### config.mk
export PLATFORM = sky130hd
export DESIGN_NAME = control_mult_fp
export DESIGN_NICKNAME = d
export VERILOG_FILES = /design/src/rtl/control_mult_fp_pkg.sv /design/src/rtl/control_mult_fp_mult_mantisa_serie.sv /design/src/rtl/control_mult_fp.sv
export SDC_FILE = /design/constraint.sdc
export NUM_CORES = 1
export LEC_CHECK = 0
export ABC_AREA = 1
export CAP_MARGIN = 20
export CORE_MARGIN = 1
export CORE_UTILIZATION = 49
export DETAILED_ROUTE_END_ITERATION = 8
export PLACE_DENSITY = 0.71
export SYNTH_ARGS = -nofsm -noshare
export SYNTH_HDL_FRONTEND = slang
export SYNTH_SLANG_ARGS = --single-unit
export TNS_END_PERCENT = 1
### constraint.sdc
create_clock -name clk -period 2 [get_ports clk]
set_input_delay 0.3 -clock clk [delete_from_list [all_inputs] [get_ports clk]]
set_output_delay 0.3 -clock clk [all_outputs]
set_load 0.05 [all_outputs]
### src/rtl/control_mult_fp_pkg.sv
// Shared constants, field widths and FSM state type for the binary32 multiplier.
package pkg_fp;

  localparam int EXP_W  = 8;
  localparam int MANT_W = 23;
  localparam int SIG_W  = MANT_W + 1;
  localparam int PROD_W = 2 * SIG_W;

  localparam logic [EXP_W-1:0]  EXP_MAX   = 8'd255;
  localparam logic signed [9:0] BIAS      = 10'sd127;
  localparam logic [31:0]       QNAN      = 32'h7FC0_0000;
  localparam logic [4:0]        ITER_LAST = 5'd23;

  typedef enum logic [2:0] {
    S_IDLE  = 3'd0,
    S_CHECK = 3'd1,
    S_MULT  = 3'd2,
    S_NORM  = 3'd3,
    S_DONE  = 3'd4
  } state_t;

endpackage

### src/rtl/control_mult_fp_mult_mantisa_serie.sv
// Serial 24x24 shift-add multiplier: one partial product accumulated per step.
module mult_mantisa_serie
  import pkg_fp::*;
(
  input  logic              clk,
  input  logic              rst_n,
  input  logic              load,
  input  logic              step,
  input  logic [SIG_W-1:0]  mcand,
  input  logic [SIG_W-1:0]  mplier,
  output logic [PROD_W-1:0] product
);

  logic [PROD_W-1:0] r_mcand;
  logic [SIG_W-1:0]  r_mplier;
  logic [PROD_W-1:0] r_prod;

  // Load clears the accumulator; each step adds the shifted multiplicand when the current multiplier bit is set.
  always_ff @(posedge clk or negedge rst_n) begin
    if (!rst_n) begin
      r_mcand  <= '0;
      r_mplier <= '0;
      r_prod   <= '0;
    end else if (load) begin
      r_mcand  <= {{SIG_W{1'b0}}, mcand};
      r_mplier <= mplier;
      r_prod   <= '0;
    end else if (step) begin
      if (r_mplier[0]) r_prod <= r_prod + r_mcand;
      r_mcand  <= r_mcand << 1;
      r_mplier <= r_mplier >> 1;
    end
  end

  assign product = r_prod;

endmodule

### src/rtl/control_mult_fp.sv
// Sequential binary32 multiplier controller: operand capture, special-case screening,
// serial mantissa multiply, normalization (truncating) and packing with overflow/underflow flags.
module control_mult_fp
  import pkg_fp::*;
(
  input  logic        clk,
  input  logic        rst_n,
  input  logic        start,
  input  logic [31:0] a,
  input  logic [31:0] b,
  output logic        ready,
  output logic        done,
  output logic [31:0] result,
  output logic        overflow,
  output logic        underflow
);

  state_t r_state;
  state_t w_state_next;

  logic [31:0]       r_a;
  logic [31:0]       r_b;
  logic signed [9:0] r_exp;
  logic [4:0]        r_count;
  logic [31:0]       r_result;
  logic              r_ovf;
  logic              r_unf;

  logic              w_load;
  logic              w_step;
  logic              w_sign;
  logic              w_special;
  logic [31:0]       w_special_val;
  logic signed [9:0] w_exp_sum;
  logic [PROD_W-1:0] w_prod;
  logic signed [9:0] w_exp_norm;
  logic [MANT_W-1:0] w_mant;
  logic [31:0]       w_packed;
  logic              w_ovf;
  logic              w_unf;

  logic [EXP_W-1:0]  w_ea, w_eb;
  logic [MANT_W-1:0] w_ma, w_mb;
  logic              w_a_nan, w_b_nan, w_a_inf, w_b_inf, w_a_zero, w_b_zero;

  assign w_ea = r_a[30:23];
  assign w_eb = r_b[30:23];
  assign w_ma = r_a[22:0];
  assign w_mb = r_b[22:0];

  // Operand classification and special-case result selection (NaN/inf*0 > inf > zero/denormal).
  always_comb begin
    w_sign        = r_a[31] ^ r_b[31];
    w_a_nan       = (w_ea == EXP_MAX) && (w_ma != '0);
    w_b_nan       = (w_eb == EXP_MAX) && (w_mb != '0);
    w_a_inf       = (w_ea == EXP_MAX) && (w_ma == '0);
    w_b_inf       = (w_eb == EXP_MAX) && (w_mb == '0);
    w_a_zero      = (w_ea == '0);
    w_b_zero      = (w_eb == '0);
    w_special     = 1'b1;
    w_special_val = {w_sign, 31'h0};
    if (w_a_nan || w_b_nan || (w_a_inf && w_b_zero) || (w_b_inf && w_a_zero)) begin
      w_special_val = QNAN;
    end else if (w_a_inf || w_b_inf) begin
      w_special_val = {w_sign, EXP_MAX, 23'h0};
    end else if (w_a_zero || w_b_zero) begin
      w_special_val = {w_sign, 31'h0};
    end else begin
      w_special = 1'b0;
    end
    w_exp_sum = $signed({2'b00, w_ea}) + $signed({2'b00, w_eb}) - BIAS;
  end

  // Normalize the raw product by its top bit and pack, saturating to inf or flushing to zero.
  always_comb begin
    w_exp_norm = r_exp;
    w_mant     = w_prod[45:23];
    if (w_prod[47]) begin
      w_exp_norm = r_exp + 10'sd1;
      w_mant     = w_prod[46:24];
    end
    w_ovf    = 1'b0;
    w_unf    = 1'b0;
    w_packed = {w_sign, w_exp_norm[7:0], w_mant};
    if (w_exp_norm >= 10'sd255) begin
      w_ovf    = 1'b1;
      w_packed = {w_sign, EXP_MAX, 23'h0};
    end else if (w_exp_norm <= 10'sd0) begin
      w_unf    = 1'b1;
      w_packed = {w_sign, 31'h0};
    end
  end

  // FSM state register.
  always_ff @(posedge clk or negedge rst_n) begin
    if (!rst_n) r_state <= S_IDLE;
    else        r_state <= w_state_next;
  end

  // Next-state decode plus multiplier load/step strobes and handshake outputs.
  always_comb begin
    w_state_next = r_state;
    w_load       = 1'b0;
    w_step       = 1'b0;
    ready        = 1'b0;
    done         = 1'b0;
    case (r_state)
      S_IDLE: begin
        ready = 1'b1;
        if (start) w_state_next = S_CHECK;
      end
      S_CHECK: begin
        if (w_special) begin
          w_state_next = S_DONE;
        end else begin
          w_load       = 1'b1;
          w_state_next = S_MULT;
        end
      end
      S_MULT: begin
        w_step = 1'b1;
        if (r_count == ITER_LAST) w_state_next = S_NORM;
      end
      S_NORM:  w_state_next = S_DONE;
      S_DONE: begin
        done         = 1'b1;
        w_state_next = S_IDLE;
      end
      default: w_state_next = S_IDLE;
    endcase
  end

  // Datapath registers: operand capture, exponent, iteration count, result and flags.
  always_ff @(posedge clk or negedge rst_n) begin
    if (!rst_n) begin
      r_a      <= '0;
      r_b      <= '0;
      r_exp    <= '0;
      r_count  <= '0;
      r_result <= '0;
      r_ovf    <= 1'b0;
      r_unf    <= 1'b0;
    end else begin
      case (r_state)
        S_IDLE: begin
          if (start) begin
            r_a   <= a;
            r_b   <= b;
            r_ovf <= 1'b0;
            r_unf <= 1'b0;
          end
        end
        S_CHECK: begin
          r_exp   <= w_exp_sum;
          r_count <= '0;
          if (w_special) r_result <= w_special_val;
        end
        S_MULT:  r_count <= r_count + 5'd1;
        S_NORM: begin
          r_result <= w_packed;
          r_ovf    <= w_ovf;
          r_unf    <= w_unf;
        end
        default: ;
      endcase
    end
  end

  mult_mantisa_serie u_mant (
    .clk     (clk),
    .rst_n   (rst_n),
    .load    (w_load),
    .step    (w_step),
    .mcand   ({1'b1, w_ma}),
    .mplier  ({1'b1, w_mb}),
    .product (w_prod)
  );

  assign result    = r_result;
  assign overflow  = r_ovf;
  assign underflow = r_unf;

endmodule

==> results of run 1 <==
## synth_stat cells, types with 5 or more instances
cell type | count | share of area
sky130_fd_sc_hd__nand2_1 | 523 | 0.14
sky130_fd_sc_hd__dfrtp_1 | 236 | 0.42
sky130_fd_sc_hd__inv_1 | 201 | 0.054
sky130_fd_sc_hd__nor2_1 | 197 | 0.053
sky130_fd_sc_hd__nand3_1 | 151 | 0.054
sky130_fd_sc_hd__a21oi_1 | 129 | 0.046
sky130_fd_sc_hd__o21ai_0 | 117 | 0.042
sky130_fd_sc_hd__ha_1 | 64 | 0.057
sky130_fd_sc_hd__mux2_2 | 46 | 0.037
sky130_fd_sc_hd__o21ai_1 | 30 | 0.011
sky130_fd_sc_hd__clkbuf_1 | 28 | 0.0075
sky130_fd_sc_hd__nand4_1 | 25 | 0.011
sky130_fd_sc_hd__buf_2 | 18 | 0.0064
sky130_fd_sc_hd__xor2_1 | 14 | 0.0087
sky130_fd_sc_hd__nor3_1 | 13 | 0.0046
sky130_fd_sc_hd__o22ai_1 | 10 | 0.0045
sky130_fd_sc_hd__xnor2_1 | 10 | 0.0062
sky130_fd_sc_hd__inv_2 | 8 | 0.0021
sky130_fd_sc_hd__o21bai_1 | 7 | 0.0037
sky130_fd_sc_hd__a21boi_0 | 5 | 0.0027
sky130_fd_sc_hd__nand2_2 | 5 | 0.0022
sky130_fd_sc_hd__nand3b_1 | 5 | 0.0027
## cells in the final DEF, fill, tap and decap left out, drive strengths merged, types with 2 or more instances in the layout
cell type,count
nand2,528
or2,3
o21bai,7
a21o,3
o21ai,148
nand3b,5
nor2,198
dfrtp,236
o21a,2
ha,64
clkinv,8
xnor2,10
a21boi,6
nor3,15
dlygate4sd2,34
and2,2
buf,259
nand3,153
o211ai,2
fa,2
bufinv,2
nor4,3
a21oi,130
nand4,26
xor2,14
o22ai,10
inv,212
clkbuf,34
mux2,46
clkdlybuf4s50,65
## worst max-delay path: cells and delay by family (launching register included)
kind	cells	cell delay [ps]
adder cells (fa/ha/maj)	3	860
AO/OA/AOI/OAI	6	740
flip-flops	1	380
AND/OR/NAND/NOR	2	130
## per-layer routing
metal	global-route usage	part of all wire	up-vias
met2	0.4825	0.46	312
met4	0.09045	0.030	0
met5	0	0	-
met1	0.3932	0.46	6314
li1	-	-	6804
met3	0.03451	0.044	78
## where the power goes
group          switching (mW)  internal, mW  leakage (nW)
Clock                    2.08          2.77         0.420
Combinational            7.95          6.28          5.92
Sequential               1.36          6.57          2.99
## logic make-up (layout without fill, tap and decap cells)
logic type                 count (synthesis)  count (layout)  share of synthesized area
AOI/OAI and AO/OA                        310             310                     0.1159
adders and majority gates                 66              66                    0.05989
DFF                                      236             236                     0.4207
and+or+nand+nor                          934             934                     0.2767
muxes                                     46              46                    0.03690
xor gates and xnor gates                  24              24                    0.01497
buffers and inverters                    265             616                    0.07495
## final timing paths
check | from | to | slack [ps]
max | r_a[24]$_DFFE_PN0P_ | r_exp[7]$_DFFE_PN0P_ | -190
min | rst_n | result[25]$_DFFE_PN0P_ | 270
max reg2reg | r_a[24]$_DFFE_PN0P_ | r_exp[7]$_DFFE_PN0P_ | -190
min reg2reg | r_b[3]$_DFFE_PN0P_ | u_mant.r_mplier[3]$_DFFE_PN0P_ | 480
max in group asynchronous | rst_n | u_mant.product[4]$_DFFE_PN0P_ | 1030
min in group clk | b[10] | r_b[10]$_DFFE_PN0P_ | 320
## registers in the layout, summed over array words and instances (netlist names)
register	flops
underflow	1
r_b	32
u_mant.r_mcand	48
u_mant.r_mplier	24
r_count	5
r_exp	10
u_mant.product	48
r_state	3
result	32
r_a	32
overflow	1
## timing repair
item,CTS,global route
setup buffers,2,0
pin swaps,6,9
hold buffers,1,0
endpoints found under the setup margin,172,152
gates resized for setup,120,103
hold endpoints to repair,51,0
## cell type report
type,instances,area share
clock inverter,13,0.008452
multi-input combinational,1380,0.4122
tap,378,0.02496
sequential,236,0.3117
inverter,210,0.04200
timing repair buffer,359,0.1637
clock buffer,34,0.03698
==> impl_metrics.yaml, run 1 <==
layout:
  multiInputGateArea_um2: 7810
  layout-area-overhead-vs-synth_pct: 34.97
  final_core_utilization: 0.6765
  fillCellCount: 2451
  antenna_cells: 0
  final_cells: 2610
  layout-drive-gt1-share: 0.2213
  post_layout_instance_area_um2: 18950
  ff_latch_area_um2: 5907
  nNetsFinal: 2346
timing:
  worst_slew_pin_slew_ps: 630.8
  final.period_utilization: 1.093
  final.setup.worst_slack_ps: -185.1
  fin_worst_hold_slack_ps: 269.8
  finalMaxSlewViolations: 0
  max_clock_freq_ghz: 0.4576
  setup_violations: 60
  final_period_minus_worst_setup_slack_ps: 2185
  slew-limit-headroom: 0.5789
  setup_total_negative_slack_ps: -3285
  grt_setup_unrepaired: "yes"
  finClkSkew_ps: 13.03
  final-hold-violation-count: 0
clock_network:
  cts_tree: "done"
  cts_made_buffers: 26
  cts.sink_count: 236
  htreeDepth: 1
  clock_latency_ps: 560
  cts_root_buffer: "sky130_fd_sc_hd__clkbuf_16"
  clk_path_buf_depth: 3
  worst_setup_hold_path_clk_slew_ps: 60
critical_path:
  criticalPathCategory: "reg -> reg"
  cp_max_fo: 2
  worst_ep_arrival_time_ps: 2660
  cp_data_required_time_ps: 2470
  reg2reg_depth: 11
  crit_path_start_kind: "flip-flop"
  cpPeakStageDelay_ps: 380
  crit_path_top_delay_cell: "sky130_fd_sc_hd__dfrtp_1"
  path_cells: "ha_1 > ha_2 > fa_2 > a21oi_2 > nor2_1 > o21ai_1 > nand2_1 > a21o_1 > a21oi_2 > o21ai_0 > o21ai_0"
  setup.worst_path.end_class: "flip-flop"
synth:
  netlist_area_um2: 14040
  synth.avg_cell_area_um2: 7.463
  netlist_instances: 1881
  synth_async_sr_flop_share: 1.000
  synthesis.nets: 2014
  ys_warn_count: 0
  postSynth.topFlopCell: "sky130_fd_sc_hd__dfrtp_1"
  number_of_register_bits_inferred_by_synthesis: 236
  post_synthesis_cell_type_count: 45
  yosysSeqAreaShare: 0.4207
  synth_edf_count: 0
placement:
  placed_cell_area_um2: 17370
  placed_cells_incl_taps: 2560
  post-dp-hpwl_mm: 31.09
  port-buffer-count: 102
  pre_cts_slack_ps: -312.2
  place.gp.congestion: 0.9721
detailed_routing:
  final_antenna_net_count: 0
  drt_first_pass_iters: 6
  routedWlPerCell_um: 15.80
  vias: 13510
  finalWirelength_mm: 41.23
  drc: 0
  drt-vias-per-instance: 5.175
  drc_marker_count_from_the_first_detailed_route_iteration: 993
power_and_ir_drop:
  total_power_mw: 27.01
  worst_vdd_drop_uv: 927.3
  cellPowerDensity_nw_per_um2: 1426
  leakage_component_of_the_power_nw: 9.325
floorplanning:
  initial_utilization: 0.5012
  die-width_um: 171.3
  floorplan.die_area_um2: 29330
  core_region_area_um2: 28010
  boundaryPins: 103
  chipHeight_um: 171.3
  floorplan.rows: 61
status:
  status: "finished, violations left"
  violations: "negative setup slack"
run:
  max_cap_violations: 0
global_routing:
  track_usage: 0.2895
  first_pass_grt_wire_length_mm: 67.49
  grt_remaining_overflow: 0
  grt_start_max_net_pins: 60
  via_count_of_the_first_global_routing_pass: 13420
  antenna_found_initial: 0
min_path:
  hold_class: "in -> async"
Note: power is estimated with default switching activity, not from simulation.
==> inputs of run 2 (changes only) <==
ABC_AREA = not set   (was 1)
PLACE_DENSITY = 0.72   (was 0.71)
==> run 2 against run 1 <==
Compared with the run above:
- the run still ends with negative setup slack left
- non-clock buffer count is 8 higher
- sequential share of layout area is 2.9 points higher
- routed wire length is 18% lower
- clock power is 1% lower
- area after synthesis is 8.6% lower
- final cell count is 19% lower
- setup slack worse by 750 ps
- first-iteration DRC count is 38% lower
- die area is 8.5% lower
- global-route usage is 2.9 points lower
- synthesized cell count is 23% lower
- core utilization is 0.58 points higher
- largest cell class unchanged
==> impl_metrics.yaml, run 2 <==
detailed_routing:
  vias: 11650
  final_antenna_net_count: 0
  drc: 0
  drt_first_pass_iters: 5
  drc_marker_count_from_the_first_detailed_route_iteration: 619
  finalWirelength_mm: 33.75
  drt-vias-per-instance: 5.501
  routedWlPerCell_um: 15.94
layout:
  post_layout_instance_area_um2: 17330
  fillCellCount: 2008
  layout-drive-gt1-share: 0.2166
  layout-area-overhead-vs-synth_pct: 35.11
  nNetsFinal: 1902
  final_cell_mix: "sky130_fd_sc_hd__nand2_1, sky130_fd_sc_hd__buf_4, sky130_fd_sc_hd__dfrtp_1, sky130_fd_sc_hd__o21ai_0, sky130_fd_sc_hd__clkdlybuf4s50_1"
  mostFrequentLayoutCell: "sky130_fd_sc_hd__nand2_1"
  final_cells: 2117
  antenna_cells: 0
floorplanning:
  floorplan.die_area_um2: 26820
  die-width_um: 163.8
  initial_utilization: 0.5049
  core_region_area_um2: 25400
  chipHeight_um: 163.8
  boundaryPins: 103
  floorplan.rows: 58
critical_path:
  setup.worst_path.end_class: "flip-flop"
  critical-path-top-delay-family: "compound AO/OA/AOI/OAI gates"
  criticalPathCategory: "reg -> reg"
  cpPeakStageDelay_ps: 390
  critPathBufInv: 2
  crit_path_top_delay_cell: "sky130_fd_sc_hd__dfrtp_1"
  cp_max_fo: 3
  path_cells: "ha_2 > inv_1 > fa_2 > nor2b_2 > o211ai_1 > a2111oi_2 > a211o_1 > o311a_4 > buf_12 > o21bai_4 > a21oi_1 > or3_1 > a32o_1"
  rrSetupSlack_ps: -940
  worstReg2RegStart: "u_mant.r_mcand[0]$_DFFE_PN0P_"
  worst_ep_arrival_time_ps: 3360
  worst_reg2reg_endpoint: "u_mant.product[34]$_DFFE_PN0P_"
  reg2reg_depth: 13
  crit_path_start_kind: "flip-flop"
  cp_data_required_time_ps: 2420
global_routing:
  track_usage: 0.2602
  grt_start_max_net_pins: 69
  first_pass_grt_wire_length_mm: 56.67
  grt_remaining_overflow: 0
  antenna_found_initial: 0
  via_count_of_the_first_global_routing_pass: 11660
power_and_ir_drop:
  combPwrFrac: 0.476
  internal-power_mw: 14.32
  seq_power_share: 0.323
  worst_vdd_drop_uv: 1049
  cellPowerDensity_nw_per_um2: 1370
  total_power_mw: 23.74
  p_sw_frac: 0.3970
  power.net_switching_mw: 9.425
  leakage_component_of_the_power_nw: 8.781
  p_clk_frac: 0.201
run:
  max_cap_violations: 0
synth:
  yosys-top-cells-area: "sky130_fd_sc_hd__dfrtp_1, sky130_fd_sc_hd__nand2_1, sky130_fd_sc_hd__ha_1"
  number_of_register_bits_inferred_by_synthesis: 236
  post_synthesis_cell_type_count: 57
  netlist_area_um2: 12820
  yosysSeqAreaShare: 0.4605
  synth_edf_count: 0
  ys_warn_count: 0
  synthesis.nets: 1587
  synth_most_common_cell: "sky130_fd_sc_hd__nand2_1"
  yosys.area.top_type: "sky130_fd_sc_hd__dfrtp_1"
  synth_async_sr_flop_share: 1.000
  netlist_instances: 1454
  postSynth.topFlopCell: "sky130_fd_sc_hd__dfrtp_1"
  synth.avg_cell_area_um2: 8.820
  synth_top_cell_area_share: 0.4605
  ys_top_cells_by_count: "sky130_fd_sc_hd__nand2_1, sky130_fd_sc_hd__dfrtp_1, sky130_fd_sc_hd__o21ai_0, sky130_fd_sc_hd__a21oi_1, sky130_fd_sc_hd__clkbuf_1"
timing:
  fin_worst_hold_slack_ps: 291.9
  final.setup.worst_slack_ps: -937.7
  finClkSkew_ps: 13.33
  final-hold-violation-count: 0
  final.period_utilization: 1.469
  finalMaxSlewViolations: 0
  final_period_minus_worst_setup_slack_ps: 2938
  slew-limit-headroom: 0.6364
  setup_violations: 76
  worst_slew_pin_slew_ps: 545.3
  max_clock_freq_ghz: 0.3404
  grt_setup_unrepaired: "yes"
placement:
  port-buffer-count: 102
  post-dp-hpwl_mm: 24.11
  place.gp.congestion: 0.8953
  pre_cts_slack_ps: -1039
  placed_cells_incl_taps: 2070
  placed_cell_area_um2: 16120
min_path:
  hold_class: "in -> reg"
  hold_path_depth: 3
  whs_endpoint: "r_b[24]$_DFFE_PN0P_"
  hold_start: "b[24]"
clock_network:
  cts_tree: "done"
  worst_setup_hold_path_clk_slew_ps: 60
  cts_made_buffers: 25
  clk_path_buf_depth: 3
  htreeDepth: 1
  clock_latency_ps: 530
  cts_root_buffer: "sky130_fd_sc_hd__clkbuf_16"
  cts.sink_count: 236
status:
  status: "finished, violations left"
  violations: "negative setup slack"
[run 2: cell types whose count changed after synthesis, sizes merged, moves of 25 or more]
| cell | before | now |
|---|---|---|
| nand2 | 528 | 408 |
| clkbuf | 29 | 71 |
| a21o | 3 | 34 |
| a22oi | 0 | 25 |
| mux2i | 0 | 50 |
| a21oi | 130 | 84 |
| nand3 | 153 | 52 |
| inv | 209 | 27 |
| nor2 | 198 | 32 |
| mux2 | 46 | 0 |
[run 2: how the worst max path moves through the flow]
| stage | start | end | slack, ps | cells after the start |
|---|---|---|---|---|
| detailed placement | u_mant.r_mcand[0]$_DFFE_PN0P_ | u_mant.product[44]$_DFFE_PN0P_ | -1040 | 12 |
| global route | u_mant.r_mcand[0]$_DFFE_PN0P_ | u_mant.product[34]$_DFFE_PN0P_ | -1060 | 13 |
| global placement | u_mant.r_mcand[0]$_DFFE_PN0P_ | u_mant.product[44]$_DFFE_PN0P_ | -990 | 12 |
| CTS | u_mant.r_mcand[0]$_DFFE_PN0P_ | u_mant.product[34]$_DFFE_PN0P_ | -920 | 13 |
| finish | u_mant.r_mcand[0]$_DFFE_PN0P_ | u_mant.product[34]$_DFFE_PN0P_ | -940 | 13 |
| floorplan | u_mant.r_mcand[0]$_DFFE_PN0P_ | u_mant.product[44]$_DFFE_PN0P_ | -780 | 12 |
[run 2: timing repair]
action,CTS,global route
resized for setup,76,50
endpoints found under the hold margin,54,0
endpoints found under the setup margin,97,137
hold buffers,1,0
setup buffers,1,0
pin swaps,23,14
[run 2: cells by family (layout without fill, tap and decap cells)]
family,Yosys count,count (layout),share of synthesized area
compound gates,341,341,0.1637
xor+xnor,55,55,0.03756
fa+ha+maj,66,66,0.06556
buf+inv,106,439,0.03132
flops,236,236,0.4605
mux,50,50,0.03902
simple gates,600,600,0.2023
[run 2: cell type report]
cell class	instances	area [µm²]	share of cell area
Timing Repair Buffer	367	3191	0.1841
Multi-Input combinational cell	1112	6870	0.3965
Tap cell	330	412.9	0.02383
Clock inverter	8	95.09	0.005488
Clock buffer	37	750.7	0.04332
Sequential cell	236	5907	0.3409
Inverter	27	101.3	0.005849
[run 2: per-stage QoR]
stage                     utilization  TNS [ps]
after detailed placement       0.6347    -35540
final                          0.6822    -24620
after CTS                      0.6757    -24340
after floorplan                     -    -27950
after global placement         0.6347    -31180
after global routing           0.6822    -35790
[run 2: worst min-delay path, stage by stage]
cell                              delay (ps)
sky130_fd_sc_hd__clkdlybuf4s50_1         400
sky130_fd_sc_hd__nand2_1                  60
sky130_fd_sc_hd__nand2_1                  40
[run 2: layer usage]
| layer | routed length (µm) | global-route usage | vias to the layer above |
|---|---|---|---|
| met5 | 0 | 0 | - |
| met2 | 15970 | 0.4353 | 291 |
| met1 | 15170 | 0.3522 | 5569 |
| met3 | 1569 | 0.03157 | 69 |
| li1 | - | - | 5716 |
| met4 | 1030 | 0.08207 | 0 |
[run 2: power groups by stage]
| stage | Combinational, mW | Clock [mW] | Sequential [mW] |
|---|---|---|---|
| after global routing | 12.5 | 5.04 | 7.86 |
| after floorplan | 5.86 | 0 | 7.91 |
| final | 11.3 | 4.78 | 7.67 |
| after detailed placement | 10.8 | 0 | 7.68 |
| after CTS | 11.0 | 4.86 | 7.66 |
| after global placement | 10.5 | 0 | 7.59 |
==> inputs of run 3 (changes only) <==
PLACE_DENSITY = 0.7   (was 0.72)
==> run 3 against run 2 <==
Compared with the run above:
- the flow still finishes with violations (negative setup slack)
- routed wire length is 0.63% lower
- non-clock buffer count is 5 higher
- clock skew is 1.5 ps lower
- clock-buffer cell count is 1 lower
- flip-flop and latch count stayed put
==> impl_metrics.yaml, run 3 (same netlist as run 2, synthesis figures left out) <==
layout:
  layout-area-overhead-vs-synth_pct: 36.78
  mostFrequentLayoutCell: "sky130_fd_sc_hd__nand2_1"
  post_layout_instance_area_um2: 17540
  antenna_cells: 0
  layout-drive-gt1-share: 0.2236
  nNetsFinal: 1909
  final_cell_mix: "sky130_fd_sc_hd__nand2_1, sky130_fd_sc_hd__buf_4, sky130_fd_sc_hd__dfrtp_1, sky130_fd_sc_hd__o21ai_0, sky130_fd_sc_hd__clkdlybuf4s50_1"
  fillCellCount: 2044
  final_cells: 2123
placement:
  pre_cts_slack_ps: -1016
  place.gp.congestion: 0.9146
  placed_cell_area_um2: 16200
  post-dp-hpwl_mm: 23.99
  port-buffer-count: 102
  placed_cells_incl_taps: 2076
floorplanning:
  chipHeight_um: 163.8
  boundaryPins: 103
  floorplan.die_area_um2: 26820
  initial_utilization: 0.5049
  die-width_um: 163.8
  floorplan.rows: 58
  core_region_area_um2: 25400
detailed_routing:
  top_layer: "met4"
  vias: 11590
  drc_marker_count_from_the_first_detailed_route_iteration: 784
  final_antenna_net_count: 0
  drt-vias-per-instance: 5.458
  routedWlPerCell_um: 15.80
  route.met2.wl_mm: 15.78
  finalWirelength_mm: 33.53
  drt-met1-wl_mm: 15.75
  drt_first_pass_iters: 5
  route.met3.wl_mm: 1.358
  drc: 0
timing:
  grt_setup_unrepaired: "yes"
  setup_total_negative_slack_ps: -22490
  final-hold-violation-count: 0
  finClkSkew_ps: 11.79
  final_period_minus_worst_setup_slack_ps: 2944
  final.period_utilization: 1.472
  setup_violations: 72
  final.setup.worst_slack_ps: -943.5
  finalMaxSlewViolations: 0
  slew-limit-headroom: 0.6582
  max_clock_freq_ghz: 0.3397
  worst_slew_pin_slew_ps: 511.8
clock_network:
  cts_made_buffers: 27
  clock_latency_ps: 540
  htreeDepth: 1
  cts_setup_buffers: 0
  worst_setup_hold_path_clk_slew_ps: 60
  clk_path_buf_depth: 3
  cts.sink_count: 236
  cts_root_buffer: "sky130_fd_sc_hd__clkbuf_16"
  cts_tree: "done"
global_routing:
  grt_start_max_net_pins: 66
  grt_remaining_overflow: 0
  track_usage: 0.2606
  first_pass_grt_wire_length_mm: 57.06
  via_count_of_the_first_global_routing_pass: 11710
  antenna_found_initial: 0
critical_path:
  cp_data_required_time_ps: 2420
  worst_ep_arrival_time_ps: 3370
  setup.worst_path.end_class: "flip-flop"
  criticalPathCategory: "reg -> reg"
  cp_max_fo: 3
  crit_path_start_kind: "flip-flop"
min_path:
  hold_class: "in -> async"
power_and_ir_drop:
  leakage_component_of_the_power_nw: 8.930
  worst_vdd_drop_uv: 1100
  cellPowerDensity_nw_per_um2: 1374
status:
  status: "finished, violations left"
  violations: "negative setup slack"
run:
  max_cap_violations: 0
-- run 3: path summary, 6_finish.rpt --
path | slack (ps) | cells past startpoint | endpoint | start
max reg2reg | -940 | 13 | u_mant.product[34]$_DFFE_PN0P_ | u_mant.r_mcand[0]$_DFFE_PN0P_
min | 290 | 2 | result[28]$_DFFE_PN0P_ | rst_n
max | -940 | 13 | u_mant.product[34]$_DFFE_PN0P_ | u_mant.r_mcand[0]$_DFFE_PN0P_
min reg2reg | 470 | 2 | result[10]$_DFFE_PN0P_ | result[10]$_DFFE_PN0P_
min in group clk | 290 | 3 | r_b[27]$_DFFE_PN0P_ | b[27]
max in group asynchronous | 1020 | 3 | r_b[1]$_DFFE_PN0P_ | rst_n
-- run 3: area by class of cell --
cell class | instances | area (µm²) | share of cell area
Multi-Input combinational cell | 1112 | 6934 | 0.3953
Inverter | 27 | 101.3 | 0.005777
Clock inverter | 10 | 130.1 | 0.007418
Tap cell | 330 | 412.9 | 0.02354
Sequential cell | 236 | 5907 | 0.3367
Timing Repair Buffer | 372 | 3287 | 0.1874
Clock buffer | 36 | 769.5 | 0.04387
-- run 3: stage by stage --
| step | power, mW | utilization | hold WS (ps) |
|---|---|---|---|
| floorplan | 13.76 | - | 4.409 |
| detailed placement | 18.49 | 0.6379 | 264.5 |
| global route | 25.85 | 0.6906 | 293.3 |
| CTS | 23.90 | 0.6819 | 276.9 |
| global placement | 18.20 | 0.6379 | 264.9 |
| finish | 24.11 | 0.6906 | 291.7 |
-- run 3: critical path, stage by stage (launching register included) --
cell	delay (ps)
sky130_fd_sc_hd__dfrtp_1	390
sky130_fd_sc_hd__ha_2	200
sky130_fd_sc_hd__inv_2	50
sky130_fd_sc_hd__fa_2	210
sky130_fd_sc_hd__nor2b_2	50
sky130_fd_sc_hd__o211ai_1	240
sky130_fd_sc_hd__a2111oi_2	120
sky130_fd_sc_hd__a211o_1	290
sky130_fd_sc_hd__o311a_4	360
sky130_fd_sc_hd__buf_12	140
sky130_fd_sc_hd__o21bai_4	160
sky130_fd_sc_hd__a21oi_2	80
sky130_fd_sc_hd__or3_1	300
sky130_fd_sc_hd__a32o_1	250
-- run 3: where the power goes --
group	leakage [nW]	switching, mW	internal, mW	total [mW]
combinational	5.40	6.18	5.23	11.4
sequential	3.09	1.28	6.41	7.69
clock	0.442	1.96	3.06	5.02
total	8.93	9.41	14.7	24.1
-- run 3: what timing repair did --
item | CTS | global route
resized for setup | 71 | 73
endpoints found under the setup margin | 93 | 148
hold buffers | 1 | 0
endpoints found under the hold margin | 44 | 0
cloned | 0 | 0
pin swaps | 16 | 17
-- run 3: per-layer routing --
metal,vias to the layer above,track usage
li1,5698,-
met5,-,0
met1,5598,0.3546
met2,239,0.4455
met4,0,0.05303
met3,52,0.03333
==> patch 1: new RTL, flow settings as in run 1 <==
The 5 states of `state_t` get a one-hot encoding in 5 bits.
--- a/src/rtl/control_mult_fp_pkg.sv
+++ b/src/rtl/control_mult_fp_pkg.sv
@@ -12,10 +12,10 @@
   localparam logic [4:0]        ITER_LAST = 5'd23;
 
-  typedef enum logic [2:0] {
-    S_IDLE  = 3'd0,
-    S_CHECK = 3'd1,
-    S_MULT  = 3'd2,
-    S_NORM  = 3'd3,
-    S_DONE  = 3'd4
+  typedef enum logic [4:0] {
+    S_IDLE  = 5'b00001,
+    S_CHECK = 5'b00010,
+    S_MULT  = 5'b00100,
+    S_NORM  = 5'b01000,
+    S_DONE  = 5'b10000
   } state_t;
 
Check against the original RTL: no difference found for any inputs over 10 cycles, from zero or initial values and one cycle with rst_n low; not proved beyond that.
==> patch 1 against run 1 <==
  * Area after synthesis is 2.0% higher
  * Sequential cell count is 2 higher
  * Critical endpoint is now u_mant.product[12]$_DFFE_PN0P_
  * Global-route usage is 0.19 points lower
  * Highest routed layer unchanged
  * Wire length is 9.0% higher
  * The flow still finishes with violations (negative setup slack)
  * Sequential power is 4.5% lower
  * Core utilization is 1.7 points higher
  * Total power is 10% lower
  * Maximum frequency is 2.0% higher
  * Worst setup slack better by 0.042 ns
  * Design area is 5.1% higher
  * Sequential share of layout area is 1.2 points lower
==> patch 1: results (changes against run 1) <==
- Status: finished with violations (unchanged)
- Failing checks: negative setup slack (unchanged)
- GR Layer Usage met1: 38.6% (was 39.3%)
- Reg2reg path depth: 14 (was 11)
- Seq/Total Area, Yosys: 41.6% (was 42.1%)
- Wire length per cell: 16.4 um (was 15.8 um)
- Setup crit start: u_mant.r_mcand[0]$_DFFE_PN0P_ (was r_a[24]$_DFFE_PN0P_)
- Xor/xnor share of the synthesized area: 1.35% (was 1.50%)
- Power Clock: 5.27 mW (was 4.85 mW)
- Part of the power in the clock network: 21.8% (was 18.0%)
- WL met3: 2.48 mm (was 1.82 mm)
- CTS Buf Count: 28 (was 26)
- Place WS: -0.397 ns (was -0.312 ns)
- Mux share of post-synthesis cell area: 0% (was 3.69%)
- Drt initial violations: 923 (was 993)
- Post-Layout Cell Count: 2741 (was 2610)
- Clock Tree Buf Depth: 3 (unchanged)
- Final worst setup slack: -0.143 ns (was -0.185 ns)
- Met1 Routed Length: 19.7 mm (was 19.0 mm)
- Leading post-synthesis cells by cell area: dfrtp_1, nand2_1, ha_1 (unchanged)
- Syn Nets: 2123 (was 2014)
- Met3 Use GR: 3.89% (was 3.45%)
- Max FO, Critical Path: 5 (was 2)
- Combinational power share: 46.9% (was 52.7%)
- Peak supply drop: 0.000927 V (about the same)
- Total track usage: 28.8% (was 29.0%)
- Post-synthesis adder-cell area fraction: 5.87% (was 5.99%)
- Cell count after synthesis: 1990 (was 1881)
- Final hold slack: 0.256 ns (was 0.270 ns)
- Clock skew: 0.0142 ns (was 0.0130 ns)
- Pin count of the biggest net entering global routing: 62 (was 60)
- Number of global-route vias before repair: 14000 (was 13400)
- Met2 WL: 20.9 mm (was 19.1 mm)
- Post-layout nets: 2467 (was 2346)
- Share of layout cells above drive strength 1: 24.7% (was 22.1%)
- First-pass GRT wire length: 70.2 mm (was 67.5 mm)
- Vias: 14500 (was 13500)
- HPWL Detailed: 32.1 mm (was 31.1 mm)
- # setup viols final: 26 (was 60)
- Met2 usage: 47.2% (was 48.3%)
- Distinct cells, synth: 48 (was 45)
- Setup tns final: -1.85 ns (was -3.28 ns)
- Placed cell area: 17600 um2 (was 17400 um2)
- Synth Area in Compound Gates: 11.6% (about the same)
- Critical Path AT: 2.64 ns (was 2.66 ns)
-- patch 1: worst register-to-register path: stages (launching register included) --
cell and delay (ns):
dfrtp_1 0.36, ha_2 0.19, inv_2 0.04, fa_2 0.34
inv_2 0.08, nand3_2 0.10, nand2_4 0.12, nand2_2 0.05
o211ai_1 0.11, nand2_1 0.13, nand2_4 0.11, buf_6 0.11
xor2_1 0.17, nand2_1 0.09, nand2_1 0.08
-- patch 1: area by class of cell --
cell class,instances,area [um2]
Clock buffer,38,798
Inverter,187,709
Antenna cell,1,2.50
Multi-Input combinational cell,1505,8500
Sequential cell,238,5960
Tap cell,384,480
Fill cell,2356,8790
Timing Repair Buffer,374,3290
Clock inverter,14,168
-- patch 1: what timing repair did --
action | 4_1_cts | 5_1_grt
hold endpoints to repair | 44 | 0
setup buffers | 9 | 5
gates resized for setup | 145 | 167
hold buffers | 1 | 0
pin swaps | 15 | 35
setup endpoints to repair | 116 | 153
cloned | 0 | 3
==> patch 2: new RTL, flow settings as in run 1 <==
Made on the original files. `EXP_MAX`: 8'd255 -> 8'd128.
--- a/src/rtl/control_mult_fp_pkg.sv
+++ b/src/rtl/control_mult_fp_pkg.sv
@@ -7,5 +7,5 @@
   localparam int PROD_W = 2 * SIG_W;
 
-  localparam logic [EXP_W-1:0]  EXP_MAX   = 8'd255;
+  localparam logic [EXP_W-1:0]  EXP_MAX   = 8'd128;
   localparam logic signed [9:0] BIAS      = 10'sd127;
   localparam logic [31:0]       QNAN      = 32'h7FC0_0000;
Check against the original RTL: not equivalent (a bounded check fails within 4 cycles, from zero or initial values and one cycle with rst_n low).
==> patch 2 against run 1 <==
  * The flow still finishes with violations (negative setup slack)
  * Total power shrank 1.3%
  * Worst setup slack gained 0.041 ns
  * Area after synthesis shrank 0.80%
  * Global-route usage shrank 0.69 points
  * Die area shrank 0.79%
  * Non-clock buffer count shrank 3
  * Critical path depth is the same
  * Design area is essentially flat
  * Wire length shrank 1.6%
  * Cell count shrank 3.1%
  * Count of clock-buffer cells in the layout grew 6
  * Sequential cell count is the same
  * Highest routed layer unchanged
==> patch 2: results (changes against run 1) <==
- Status: finished with violations (unchanged)
- Failing checks: negative setup slack (unchanged)
- DIE AREA: 29100 um2 (was 29300 um2)
- GR Layer Usage met1: 36.0% (was 39.3%)
- Pin count of the biggest net entering global routing: 63 (was 60)
- Vias per cell: 5.28 (was 5.18)
- Syn Nets: 1928 (was 2014)
- Vias: 13400 (was 13500)
- Met2 WL: 19.6 mm (was 19.1 mm)
- HPWL Detailed: 29.9 mm (was 31.1 mm)
- # setup viols final: 24 (was 60)
- Drt initial violations: 892 (was 993)
- Worst slew margin: 63.0% (was 57.9%)
- Comb pwr: 13.6 mW (was 14.2 mW)
- Leak: 9.74 nW (was 9.33 nW)
- CTS Buf Count: 28 (was 26)
- Mapped Avg Cell Area: 7.76 um2 (was 7.46 um2)
- First-pass GRT wire length: 65.5 mm (was 67.5 mm)
- Synth cell count leaders: nand2_1, dfrtp_1, inv_1 (unchanged)
- Filler cells: 2268 (was 2451)
- Final worst setup slack: -0.144 ns (was -0.185 ns)
- Distinct cells, synth: 49 (was 45)
- Internal power: 15.5 mW (was 15.6 mW)
- Share of layout cells above drive strength 1: 24.4% (was 22.1%)
- Post-layout nets: 2264 (was 2346)
- Met2 usage: 48.7% (was 48.3%)
==> patch 2: final cells by class <==
class,instances,area [um2],share of cell area (%)
tap,378,473,2.50
timing repair buffer,356,3090,16.3
inverter,198,751,3.96
sequential,236,5910,31.2
clock inverter,11,121,0.640
clock buffer,40,797,4.21
multi-input combinational,1311,7820,41.2
==> patch 2: final timing paths <==
kind,slack [ns],start,cells past startpoint,endpoint
max in group asynchronous,0.99,rst_n,3,r_a[12]$_DFFE_PN0P_
min,0.31,rst_n,2,u_mant.r_mcand[33]$_DFFE_PN0P_
min in group clk,0.32,b[5],3,r_b[5]$_DFFE_PN0P_
max reg2reg,-0.14,r_b[24]$_DFFE_PN0P_,11,r_exp[9]$_DFFE_PN0P_
min reg2reg,0.47,result[9]$_DFFE_PN0P_,2,result[9]$_DFFE_PN0P_
max,-0.14,r_b[24]$_DFFE_PN0P_,11,r_exp[9]$_DFFE_PN0P_
==> patch 2: cells by family after synthesis <==
| logic type | share of synthesized area (%) |
|---|---|
| muxes | 3.32 |
| and+or+nand+nor | 26.4 |
| xor gates and xnor gates | 1.56 |
| AOI/OAI and AO/OA | 13.0 |
| DFF | 42.4 |
| buffers and inverters | 7.30 |
| adders and majority gates | 6.04 |
==> patch 2: timing repair <==
action | 4_1_cts | 5_1_grt
buffers inserted | 3 | 3
hold buffers | 1 | 0
gates resized for setup | 113 | 98
setup endpoints to repair | 103 | 162
hold endpoints to repair | 55 | 0
pin swaps | 12 | 18
==> patch 2: metrics by stage <==
stage | instance area (um2) | hold WS (ns)
after floorplan | 13900 | 0.00441
after global placement | 17200 | 0.311
after detailed placement | 17200 | 0.312
after CTS | 18500 | 0.300
after global routing | 19000 | 0.322
final | 19000 | 0.315
